===== src/rtl/uart_channel_controller_pkg.sv =====
// Shared constants for the UART command path.
// Instruction and channel encodings are the same values the UART decoder
// emits; the state types belong to the command FSM and to the receive lanes.
package uart_channel_controller_pkg;

  typedef enum logic [2:0] {
    UART_NOP   = 3'b000,
    UART_TELL  = 3'b001,
    UART_READ  = 3'b010,
    UART_WRITE = 3'b011
  } uart_instr_e;

  localparam logic UART_CH_A = 1'b0;
  localparam logic UART_CH_B = 1'b1;

  typedef enum logic [2:0] {
    ST_IDLE,
    ST_TX_START,
    ST_TX_DATA,
    ST_TX_STOP,
    ST_RX_WAIT,
    ST_FINISH
  } ctrl_state_e;

  typedef enum logic [1:0] {
    RX_IDLE,
    RX_START,
    RX_DATA,
    RX_STOP
  } rx_state_e;

  // TELL and WRITE both drive a frame onto the selected TX line.
  function automatic logic is_tx_instr(input logic [2:0] instr);
    return (instr == UART_TELL) || (instr == UART_WRITE);
  endfunction

endpackage


===== src/rtl/uart_rx_lane.sv =====
// One free-running 8N1 receive lane with a one-byte holding register.
// Ports:
//   i_clk, i_rst_n   clock, asynchronous active-low reset
//   i_rx             asynchronous serial input, idle high
//   i_consume        holding register is read this cycle (invalidate it)
//   i_bypass         a READ is waiting: a good byte is handed out, not stored
//   i_clr_flags      clear sticky overrun/frame flags
//   o_byte_stb       one-cycle pulse for a good received byte
//   o_byte           the byte accompanying o_byte_stb
//   o_valid, o_data  holding register state and contents
//   o_overrun        sticky: good byte lost because the register was full
//   o_frame_err      sticky: stop bit sampled low
module uart_rx_lane
  import uart_channel_controller_pkg::*;
#(
  parameter int unsigned CLKS_PER_BIT = 434
) (
  input  logic       i_clk,
  input  logic       i_rst_n,
  input  logic       i_rx,
  input  logic       i_consume,
  input  logic       i_bypass,
  input  logic       i_clr_flags,
  output logic       o_byte_stb,
  output logic [7:0] o_byte,
  output logic       o_valid,
  output logic [7:0] o_data,
  output logic       o_overrun,
  output logic       o_frame_err
);

  localparam int unsigned TW = $clog2(CLKS_PER_BIT);
  localparam logic [TW-1:0] BIT_LAST  = TW'(CLKS_PER_BIT - 1);
  localparam logic [TW-1:0] HALF_LAST = TW'(CLKS_PER_BIT / 2 - 1);

  rx_state_e   r_state;
  rx_state_e   w_next;
  logic        r_sync1;
  logic        r_sync2;
  logic        r_prev;
  logic [TW-1:0] r_timer;
  logic [2:0]  r_bit_idx;
  logic [7:0]  r_shift;
  logic [7:0]  r_hold;
  logic        r_valid;
  logic        r_overrun;
  logic        r_frame_err;

  logic w_fall;
  logic w_half;
  logic w_full;
  logic w_stop_sample;
  logic w_good;
  logic w_bad_stop;

  assign w_fall        = r_prev & ~r_sync2;
  assign w_half        = (r_timer == HALF_LAST);
  assign w_full        = (r_timer == BIT_LAST);
  assign w_stop_sample = (r_state == RX_STOP) && w_full;
  assign w_good        = w_stop_sample & r_sync2;
  assign w_bad_stop    = w_stop_sample & ~r_sync2;

  always_comb begin
    w_next = r_state;
    case (r_state)
      RX_IDLE:  if (w_fall) w_next = RX_START;
      // Start bit re-checked half a bit in; a high line was a glitch.
      RX_START: if (w_half) w_next = r_sync2 ? RX_IDLE : RX_DATA;
      RX_DATA:  if (w_full && (r_bit_idx == 3'd7)) w_next = RX_STOP;
      RX_STOP:  if (w_full) w_next = RX_IDLE;
      default:  w_next = RX_IDLE;
    endcase
  end

  always_ff @(posedge i_clk or negedge i_rst_n) begin
    if (!i_rst_n) begin
      r_state <= RX_IDLE;
    end else begin
      r_state <= w_next;
    end
  end

  always_ff @(posedge i_clk or negedge i_rst_n) begin
    if (!i_rst_n) begin
      r_sync1     <= 1'b1;
      r_sync2     <= 1'b1;
      r_prev      <= 1'b1;
      r_timer     <= '0;
      r_bit_idx   <= '0;
      r_shift     <= '0;
      r_hold      <= '0;
      r_valid     <= 1'b0;
      r_overrun   <= 1'b0;
      r_frame_err <= 1'b0;
    end else begin
      r_sync1 <= i_rx;
      r_sync2 <= r_sync1;
      r_prev  <= r_sync2;

      if ((r_state == RX_IDLE) || (w_next != r_state) || w_full) begin
        r_timer <= '0;
      end else begin
        r_timer <= r_timer + TW'(1);
      end

      if (r_state == RX_START) begin
        r_bit_idx <= '0;
      end else if ((r_state == RX_DATA) && w_full) begin
        r_shift   <= {r_sync2, r_shift[7:1]};
        r_bit_idx <= r_bit_idx + 3'd1;
      end

      if (i_clr_flags) begin
        r_overrun   <= 1'b0;
        r_frame_err <= 1'b0;
      end
      if (w_bad_stop) begin
        r_frame_err <= 1'b1;
      end

      if (i_consume) begin
        r_valid <= 1'b0;
      end
      // A byte consumed in the same cycle frees the slot for the new one.
      if (w_good && !i_bypass) begin
        if (r_valid && !i_consume) begin
          r_overrun <= 1'b1;
        end else begin
          r_hold  <= r_shift;
          r_valid <= 1'b1;
        end
      end
    end
  end

  assign o_byte_stb  = w_good;
  assign o_byte      = r_shift;
  assign o_valid     = r_valid;
  assign o_data      = r_hold;
  assign o_overrun   = r_overrun;
  assign o_frame_err = r_frame_err;

endmodule


===== src/rtl/uart_channel_controller.sv =====
// Executes decoded UART commands on channels A and B.
// One shared 8N1 transmitter is muxed onto the selected channel; two
// always-running receive lanes buffer one byte each.
// Ports:
//   CLK, RESET_N             clock, asynchronous active-low reset
//   UART_START               command strobe, honoured only when idle
//   UART_channel             0 = A, 1 = B
//   UART_instr               NOP / TELL / READ / WRITE (others act as NOP)
//   UART_code_value          TELL byte or READ timeout code (0 = no timeout)
//   UART_write_value         WRITE byte
//   RX_A, RX_B / TX_A, TX_B  serial lines, idle high
//   UART_BUSY, UART_DONE     command in progress / one-cycle completion
//   UART_READ_DATA           byte from the last successful READ
//   UART_TIMEOUT             last READ ended without data
//   UART_OVERRUN             sticky per channel, cleared by a READ on it
//   UART_FRAME_ERR           sticky per channel, cleared by a READ on it
module uart_channel_controller
  import uart_channel_controller_pkg::*;
#(
  parameter int unsigned CLKS_PER_BIT  = 434,
  parameter int unsigned TIMEOUT_SHIFT = 8
) (
  input  logic       CLK,
  input  logic       RESET_N,
  input  logic       UART_START,
  input  logic       UART_channel,
  input  logic [2:0] UART_instr,
  input  logic [7:0] UART_code_value,
  input  logic [7:0] UART_write_value,
  input  logic       RX_A,
  input  logic       RX_B,
  output logic       TX_A,
  output logic       TX_B,
  output logic       UART_BUSY,
  output logic       UART_DONE,
  output logic [7:0] UART_READ_DATA,
  output logic       UART_TIMEOUT,
  output logic [1:0] UART_OVERRUN,
  output logic [1:0] UART_FRAME_ERR
);

  localparam int unsigned TW = $clog2(CLKS_PER_BIT);
  localparam int unsigned TL = 8 + TIMEOUT_SHIFT;
  localparam logic [TW-1:0] BIT_LAST = TW'(CLKS_PER_BIT - 1);

  ctrl_state_e  r_state;
  ctrl_state_e  w_next;
  logic         r_chan;
  logic [2:0]   r_instr;
  logic [7:0]   r_shift;
  logic [TW-1:0] r_timer;
  logic [2:0]   r_bit_idx;
  logic         r_tx;
  logic [TL-1:0] r_tmo_limit;
  logic [TL-1:0] r_tmo_cnt;
  logic [7:0]   r_read_data;
  logic         r_timeout;

  logic            w_accept;
  logic            w_bit_done;
  logic            w_tmo_hit;
  logic            w_sel_valid;
  logic            w_wait_stb;
  logic [1:0]      w_rx_valid;
  logic [1:0]      w_rx_stb;
  logic [1:0][7:0] w_rx_byte;
  logic [1:0][7:0] w_rx_data;
  logic [1:0]      w_consume;
  logic [1:0]      w_bypass;
  logic [1:0]      w_clr;

  assign w_accept    = UART_START && (r_state == ST_IDLE);
  assign w_bit_done  = (r_timer == BIT_LAST);
  assign w_sel_valid = w_rx_valid[UART_channel];
  assign w_wait_stb  = w_rx_stb[r_chan];
  // Zero limit means wait forever.
  assign w_tmo_hit   = (r_tmo_limit != '0) && (r_tmo_cnt == (r_tmo_limit - TL'(1)));

  always_comb begin
    w_next = r_state;
    case (r_state)
      ST_IDLE: begin
        if (w_accept) begin
          if (is_tx_instr(UART_instr)) begin
            w_next = ST_TX_START;
          end else if (UART_instr == UART_READ) begin
            w_next = w_sel_valid ? ST_FINISH : ST_RX_WAIT;
          end else begin
            w_next = ST_FINISH;
          end
        end
      end
      ST_TX_START: if (w_bit_done) w_next = ST_TX_DATA;
      ST_TX_DATA:  if (w_bit_done && (r_bit_idx == 3'd7)) w_next = ST_TX_STOP;
      ST_TX_STOP:  if (w_bit_done) w_next = ST_FINISH;
      ST_RX_WAIT:  if (w_wait_stb || w_tmo_hit) w_next = ST_FINISH;
      ST_FINISH:   w_next = ST_IDLE;
      default:     w_next = ST_IDLE;
    endcase
  end

  always_comb begin
    w_consume = '0;
    w_bypass  = '0;
    w_clr     = '0;
    if (w_accept && (UART_instr == UART_READ)) begin
      w_consume[UART_channel] = w_sel_valid;
    end
    if (r_state == ST_RX_WAIT) begin
      w_bypass[r_chan] = 1'b1;
    end
    if ((r_state == ST_FINISH) && (r_instr == UART_READ)) begin
      w_clr[r_chan] = 1'b1;
    end
  end

  always_ff @(posedge CLK or negedge RESET_N) begin
    if (!RESET_N) begin
      r_state <= ST_IDLE;
    end else begin
      r_state <= w_next;
    end
  end

  always_ff @(posedge CLK or negedge RESET_N) begin
    if (!RESET_N) begin
      r_chan      <= UART_CH_A;
      r_instr     <= UART_NOP;
      r_shift     <= '0;
      r_timer     <= '0;
      r_bit_idx   <= '0;
      r_tx        <= 1'b1;
      r_tmo_limit <= '0;
      r_tmo_cnt   <= '0;
      r_read_data <= '0;
      r_timeout   <= 1'b0;
    end else begin
      if (((r_state == ST_TX_START) || (r_state == ST_TX_DATA) ||
           (r_state == ST_TX_STOP)) && !w_bit_done) begin
        r_timer <= r_timer + TW'(1);
      end else begin
        r_timer <= '0;
      end

      if (w_accept) begin
        r_chan      <= UART_channel;
        r_instr     <= UART_instr;
        r_timeout   <= 1'b0;
        r_shift     <= (UART_instr == UART_WRITE) ? UART_write_value : UART_code_value;
        r_tmo_limit <= TL'(UART_code_value) << TIMEOUT_SHIFT;
        r_tmo_cnt   <= '0;
        if (is_tx_instr(UART_instr)) begin
          r_tx <= 1'b0;
        end
        if ((UART_instr == UART_READ) && w_sel_valid) begin
          r_read_data <= w_rx_data[UART_channel];
        end
      end

      case (r_state)
        ST_TX_START: begin
          if (w_bit_done) begin
            r_tx      <= r_shift[0];
            r_shift   <= {1'b0, r_shift[7:1]};
            r_bit_idx <= '0;
          end
        end
        ST_TX_DATA: begin
          if (w_bit_done) begin
            if (r_bit_idx == 3'd7) begin
              r_tx <= 1'b1;
            end else begin
              r_tx      <= r_shift[0];
              r_shift   <= {1'b0, r_shift[7:1]};
              r_bit_idx <= r_bit_idx + 3'd1;
            end
          end
        end
        ST_RX_WAIT: begin
          r_tmo_cnt <= r_tmo_cnt + TL'(1);
          // An arriving byte beats a coincident timeout.
          if (w_wait_stb) begin
            r_read_data <= w_rx_byte[r_chan];
          end else if (w_tmo_hit) begin
            r_timeout <= 1'b1;
          end
        end
        default: ;
      endcase
    end
  end

  uart_rx_lane #(
    .CLKS_PER_BIT(CLKS_PER_BIT)
  ) u_rx_a (
    .i_clk       (CLK),
    .i_rst_n     (RESET_N),
    .i_rx        (RX_A),
    .i_consume   (w_consume[0]),
    .i_bypass    (w_bypass[0]),
    .i_clr_flags (w_clr[0]),
    .o_byte_stb  (w_rx_stb[0]),
    .o_byte      (w_rx_byte[0]),
    .o_valid     (w_rx_valid[0]),
    .o_data      (w_rx_data[0]),
    .o_overrun   (UART_OVERRUN[0]),
    .o_frame_err (UART_FRAME_ERR[0])
  );

  uart_rx_lane #(
    .CLKS_PER_BIT(CLKS_PER_BIT)
  ) u_rx_b (
    .i_clk       (CLK),
    .i_rst_n     (RESET_N),
    .i_rx        (RX_B),
    .i_consume   (w_consume[1]),
    .i_bypass    (w_bypass[1]),
    .i_clr_flags (w_clr[1]),
    .o_byte_stb  (w_rx_stb[1]),
    .o_byte      (w_rx_byte[1]),
    .o_valid     (w_rx_valid[1]),
    .o_data      (w_rx_data[1]),
    .o_overrun   (UART_OVERRUN[1]),
    .o_frame_err (UART_FRAME_ERR[1])
  );

  assign TX_A           = (r_chan == UART_CH_A) ? r_tx : 1'b1;
  assign TX_B           = (r_chan == UART_CH_B) ? r_tx : 1'b1;
  assign UART_BUSY      = (r_state != ST_IDLE);
  assign UART_DONE      = (r_state == ST_FINISH);
  assign UART_READ_DATA = r_read_data;
  assign UART_TIMEOUT   = r_timeout;

endmodule

===== config.mk =====
export PLATFORM = sky130hd
export DESIGN_NAME = uart_channel_controller
export DESIGN_NICKNAME = d
export VERILOG_FILES = /design/src/rtl/uart_channel_controller_pkg.sv /design/src/rtl/uart_rx_lane.sv /design/src/rtl/uart_channel_controller.sv
export SDC_FILE = /design/constraint.sdc
export NUM_CORES = 1
export LEC_CHECK = 0
export BUFFER_PORTS_ARGS = -buffer_cell sky130_fd_sc_hd__buf_2
export CORE_UTILIZATION = 60
export DETAILED_ROUTE_END_ITERATION = 8
export PLACE_DENSITY_LB_ADDON = 0.12
export SYNTH_ARGS = -nofsm -noshare
export SYNTH_HDL_FRONTEND = slang
export SYNTH_SLANG_ARGS = --single-unit

===== constraint.sdc =====
create_clock -name CLK -period 2.7 [get_ports CLK]
set_input_delay 0.27 -clock CLK [delete_from_list [all_inputs] [get_ports CLK]]
set_output_delay 0.27 -clock CLK [all_outputs]
set_load 0.02 [all_outputs]

==> results.md <==
- The run finished with clean final reports.
- After clock tree synthesis, the setup repair step added 0 buffers.
- The final total negative setup slack is 0 ns.
- The die footprint is 11500 sq um.
- In this run, synthesis inferred 0 flip-flops with an integrated enable.
- The compound-gate portion of the synthesized area was 0.0820.
- Clock tree synthesis inserted a total of 17 buffers.
- The worst voltage drop across the vdd grid is 0.654 mV.
- The clock latency of the later-clocked register in the worst-skew pair is 0.54 ns.
- The first global-routing pass estimated 24000 um of wire.
- The power consumption is 0.00709 W.
- Of the total power, the share spent switching nets is 0.313.
- The final antenna diode count is 0.
- The layout cell share with drive strength beyond 1 is 0.207.
- The number of warning messages in the yosys log is 0.
- The adder and majority gate portion of the synthesized area is 0.0302.
- The flip-flop and latch area is 3340 sq um.
- The number of top-level design ports is 42.
- The area growth from synthesis to layout is 17.5%.
- The startpoint type of the worst setup path is a flip-flop.
- Of the total synthesized cell area, the portion taken by XOR and XNOR cells is 0.0423.
- In this run the horizontal extent of the chip is 107 um.
- The via count of the first global-routing pass is 5020.
- The count of pins over their slew limit was 0.
- The total nets after synthesis is 685.
- In the layout the commonest cells are 126 x dfrtp_1, 92 x nand2_1, 63 x nor2_1, 41 x mux2i_1, 41 x mux2_2.
- The share of the Yosys chip area taken by registers is 0.504.
- The critical path data required time is 3.16 ns.
- The fill cell total of the finished layout is 721.
- The total routing usage reported by global routing is 0.270.
- For the pin with the worst max-slew slack, the measured transition is 0.720 ns.
- Setup violations remaining at the end of the flow were counted as 0.
- The main combinational cell family by area after synthesis is simple AND/OR/NAND/NOR gates.
- The total buffers and inverters traversed by the critical path is 1.
- The post-DP HPWL is 9440 um.
- The number of buffers between clock root and the deepest sink is 2.
- The synthesized design spends more area on one cell type than any other, namely dfrtp_1.
- Among cell families on the critical path, the largest total delay comes from simple AND/OR/NAND/NOR gates.
- On the worst path, the slowest cell contributes a delay of 0.45 ns.
- The post-synthesis area per instance is 10.3 sq um.
- The area share of the largest cell type after synthesis is 0.476.
- The die is 107 um tall.
- The mapped netlist covers 6620 sq um.
- The congestion estimate from routability-driven global placement came to 0.900.
- The number of nets at the end of the flow is 742.
- Synthesis inferred 133 register bits.
- The iteration count of the initial detailed-routing pass is 5.
- The share of total power dissipated in the clock network is 0.376.
- The CTS tree is built.
- The leakage power of the design is 3.69 nW.
- The clock net in this run drives a total of 133 sinks.
- By area the synthesized netlist is led by dfrtp_1 48%, mux2_2 7.0%, mux2i_1 6.2%, nand2_1 5.2%, nor2_1 3.6%.
- In this run the standard cell core region covers 10500 sq um.
- The sequential power share is 0.389.
- The netlist uses 60 different library cells.
- Max-cap violations in this run came to 0.
- Of the post-synthesis cell area, the part taken by muxes is 0.132.
- The per-cell via count in the routed design is 5.80.
- Summing all multi-input logic gate instances after layout gives 3100 sq um.
- The number of levels the H-tree was split into is 4.
- The first routing iteration left 267 violations.
- The overall overflow remaining after global route is 0.
- Buffers placed on the I/O ports in this run total 41.
- The final hold violation count came to 0.
- The number of antenna violations at the first check in global routing is 0.
- The type of destination of the critical path is a flip-flop.
- The relative slew slack is 0.519.
- The initialized floorplan defines 37 standard-cell rows.
- The post-route fraction of the period consumed by the critical path is 0.891.
- The data arrival time of the critical path is 2.87 ns.
- The post-detailed-route wirelength per cell is 16.5 um.
- The share of total power dissipated in combinational logic is 0.236.
- The final clock skew is 0.00781 ns.
- The class of the tightest hold or removal check is input port to flip-flop.
- The classification of the worst setup path is flip-flop to flip-flop.
- Setup repair after global routing left no endpoint under its margin.
- Timing analysis after detailed placement gives a worst setup slack of 0.287 ns.
- For this design the total switching power over the nets is 0.00222 W.
- Of the total synthesized cell area, the portion taken by AND, OR, NAND and NOR gates is 0.182.
- The peak fanout along the critical path is 4.
- The async set-reset flop share out of synthesis is 1.00.
- The post-layout worst setup margin is 0.294 ns.
- The worst path needs 2.41 ns of the cycle, external delays included.
- The remaining design rule violation count is 0.
- The final layout contains routed wiring with a total length of 14000 um.
- The signal on the critical path passes through inv_1 > ha_1 > xnor2_1 > or4_1 > or4_1 > or4_4 > o211ai_2.
- The power density over the cells is 912 nW/um^2.
- The fmax is 416 MHz.
- The internal power of the cells totals 0.00488 W.
- The number of routed nets with antenna violations is 0.
- The tree is rooted in a clkbuf_8.
- The routed layout has 4931 vias.
- The cell with the biggest individual delay on the critical path is or4_4.
- The cell count after synthesis is 644.
- Counting stages on the worst path, the most repeated cell is or4_1.
- Entering global routing, the biggest net connects 37 pins.
- The most used flip-flop cell after synthesis is dfrtp_1.
- Leaving out fill and tap cells, the most frequent cell in the layout is dfrtp_1.
- Clock-pin slew was measured on the worst setup and hold paths at 0.06 ns.
- For this configuration, the core starts out at a cell density of 0.630.
synth_stat cells (all sizes together), types with 8 or more instances:
cell type,count
mux2,41
o21ai,39
nor3,9
nand3,26
nand2,92
dfrtp,126
inv,15
mux2i,41
clkbuf,18
ha,16
buf,10
xnor2,17
xor2,15
a21oi,19
nand2b,8
nor2,64
cell type report:
| class | count | share of cell area |
|---|---|---|
| multi-input cells | 467 | 0.399 |
| well taps | 136 | 0.0219 |
| flip-flops and latches | 133 | 0.429 |
| clock buffers | 19 | 0.0555 |
| inverters | 16 | 0.00772 |
| clock inverters | 13 | 0.0323 |
| repair buffers | 66 | 0.0550 |
metal layers:
metal | global-route usage | share of wire | vias up
met5 | 0 | 0 | -
met4 | 0.0900 | 0.017 | 0
met3 | 0.0565 | 0.035 | 21
met2 | 0.449 | 0.49 | 103
met1 | 0.353 | 0.46 | 2453
li1 | - | - | 2354
timing repair:
action                    in CTS  in global routing
resized for setup              0                  0
hold endpoints to repair      41                  0
hold buffers                  13                  0
tightest hold or removal path: stages:
cell	delay (ns)
buf_2	0.10
inv_1	0.09
o21ai_0	0.10
power groups by stage:
stage	clock, W	sequential [W]	combinational (W)
floorplan	0	0.00275	0.00116
global placement	0	0.00275	0.00158
detailed placement	0	0.00278	0.00164
CTS	0.00268	0.00275	0.00168
global route	0.00277	0.00281	0.00188
finish	0.00266	0.00276	0.00167
kinds of logic after synthesis:
logic type,after synthesis
compound gates,88
xor+xnor,32
fa+ha+maj,16
buf+inv,44
flops,133
mux,82
simple gates,249
through the flow:
stage               hold slack (ns)  cells  instance area, sq um  utilization
global placement              0.229    805                  6970        0.663
detailed placement            0.238    805                  6970        0.663
floorplan                   -0.0256    644                  6620            -
CTS                          0.0668    850                  7780        0.740
finish                       0.0785    850                  7780        0.740
global route                 0.0788    850                  7780        0.740
sequential cells by signal, summed over array words and instances (netlist names), 8 cells and up:
| signal | cells |
|---|---|
| u_rx_a.o_data | 8 |
| r_tmo_cnt | 16 |
| r_timer | 9 |
| u_rx_b.o_byte | 8 |
| UART_READ_DATA | 8 |
| r_tmo_limit | 8 |
| u_rx_b.o_data | 8 |
| u_rx_a.o_byte | 8 |
| u_rx_a.r_timer | 9 |
| r_shift | 8 |
| u_rx_b.r_timer | 9 |
worst paths after layout:
kind / start / slack (ns) / depth (start not counted) / endpoint
min in group asynchronous: RESET_N / 0.22 / 2 / r_tmo_limit[13]
setup reg to reg: r_tmo_limit[8] / 0.29 / 7 / r_state[0]
max in group asynchronous: RESET_N / 1.69 / 3 / u_rx_a.o_byte[6]
setup / recovery: r_tmo_limit[8] / 0.29 / 7 / r_state[0]
hold reg to reg: u_rx_a.r_sync1 / 0.36 / 0 / u_rx_a.r_sync2
hold / removal: UART_instr[1] / 0.08 / 3 / r_instr[1]
Power figures use the tool's default switching activity.
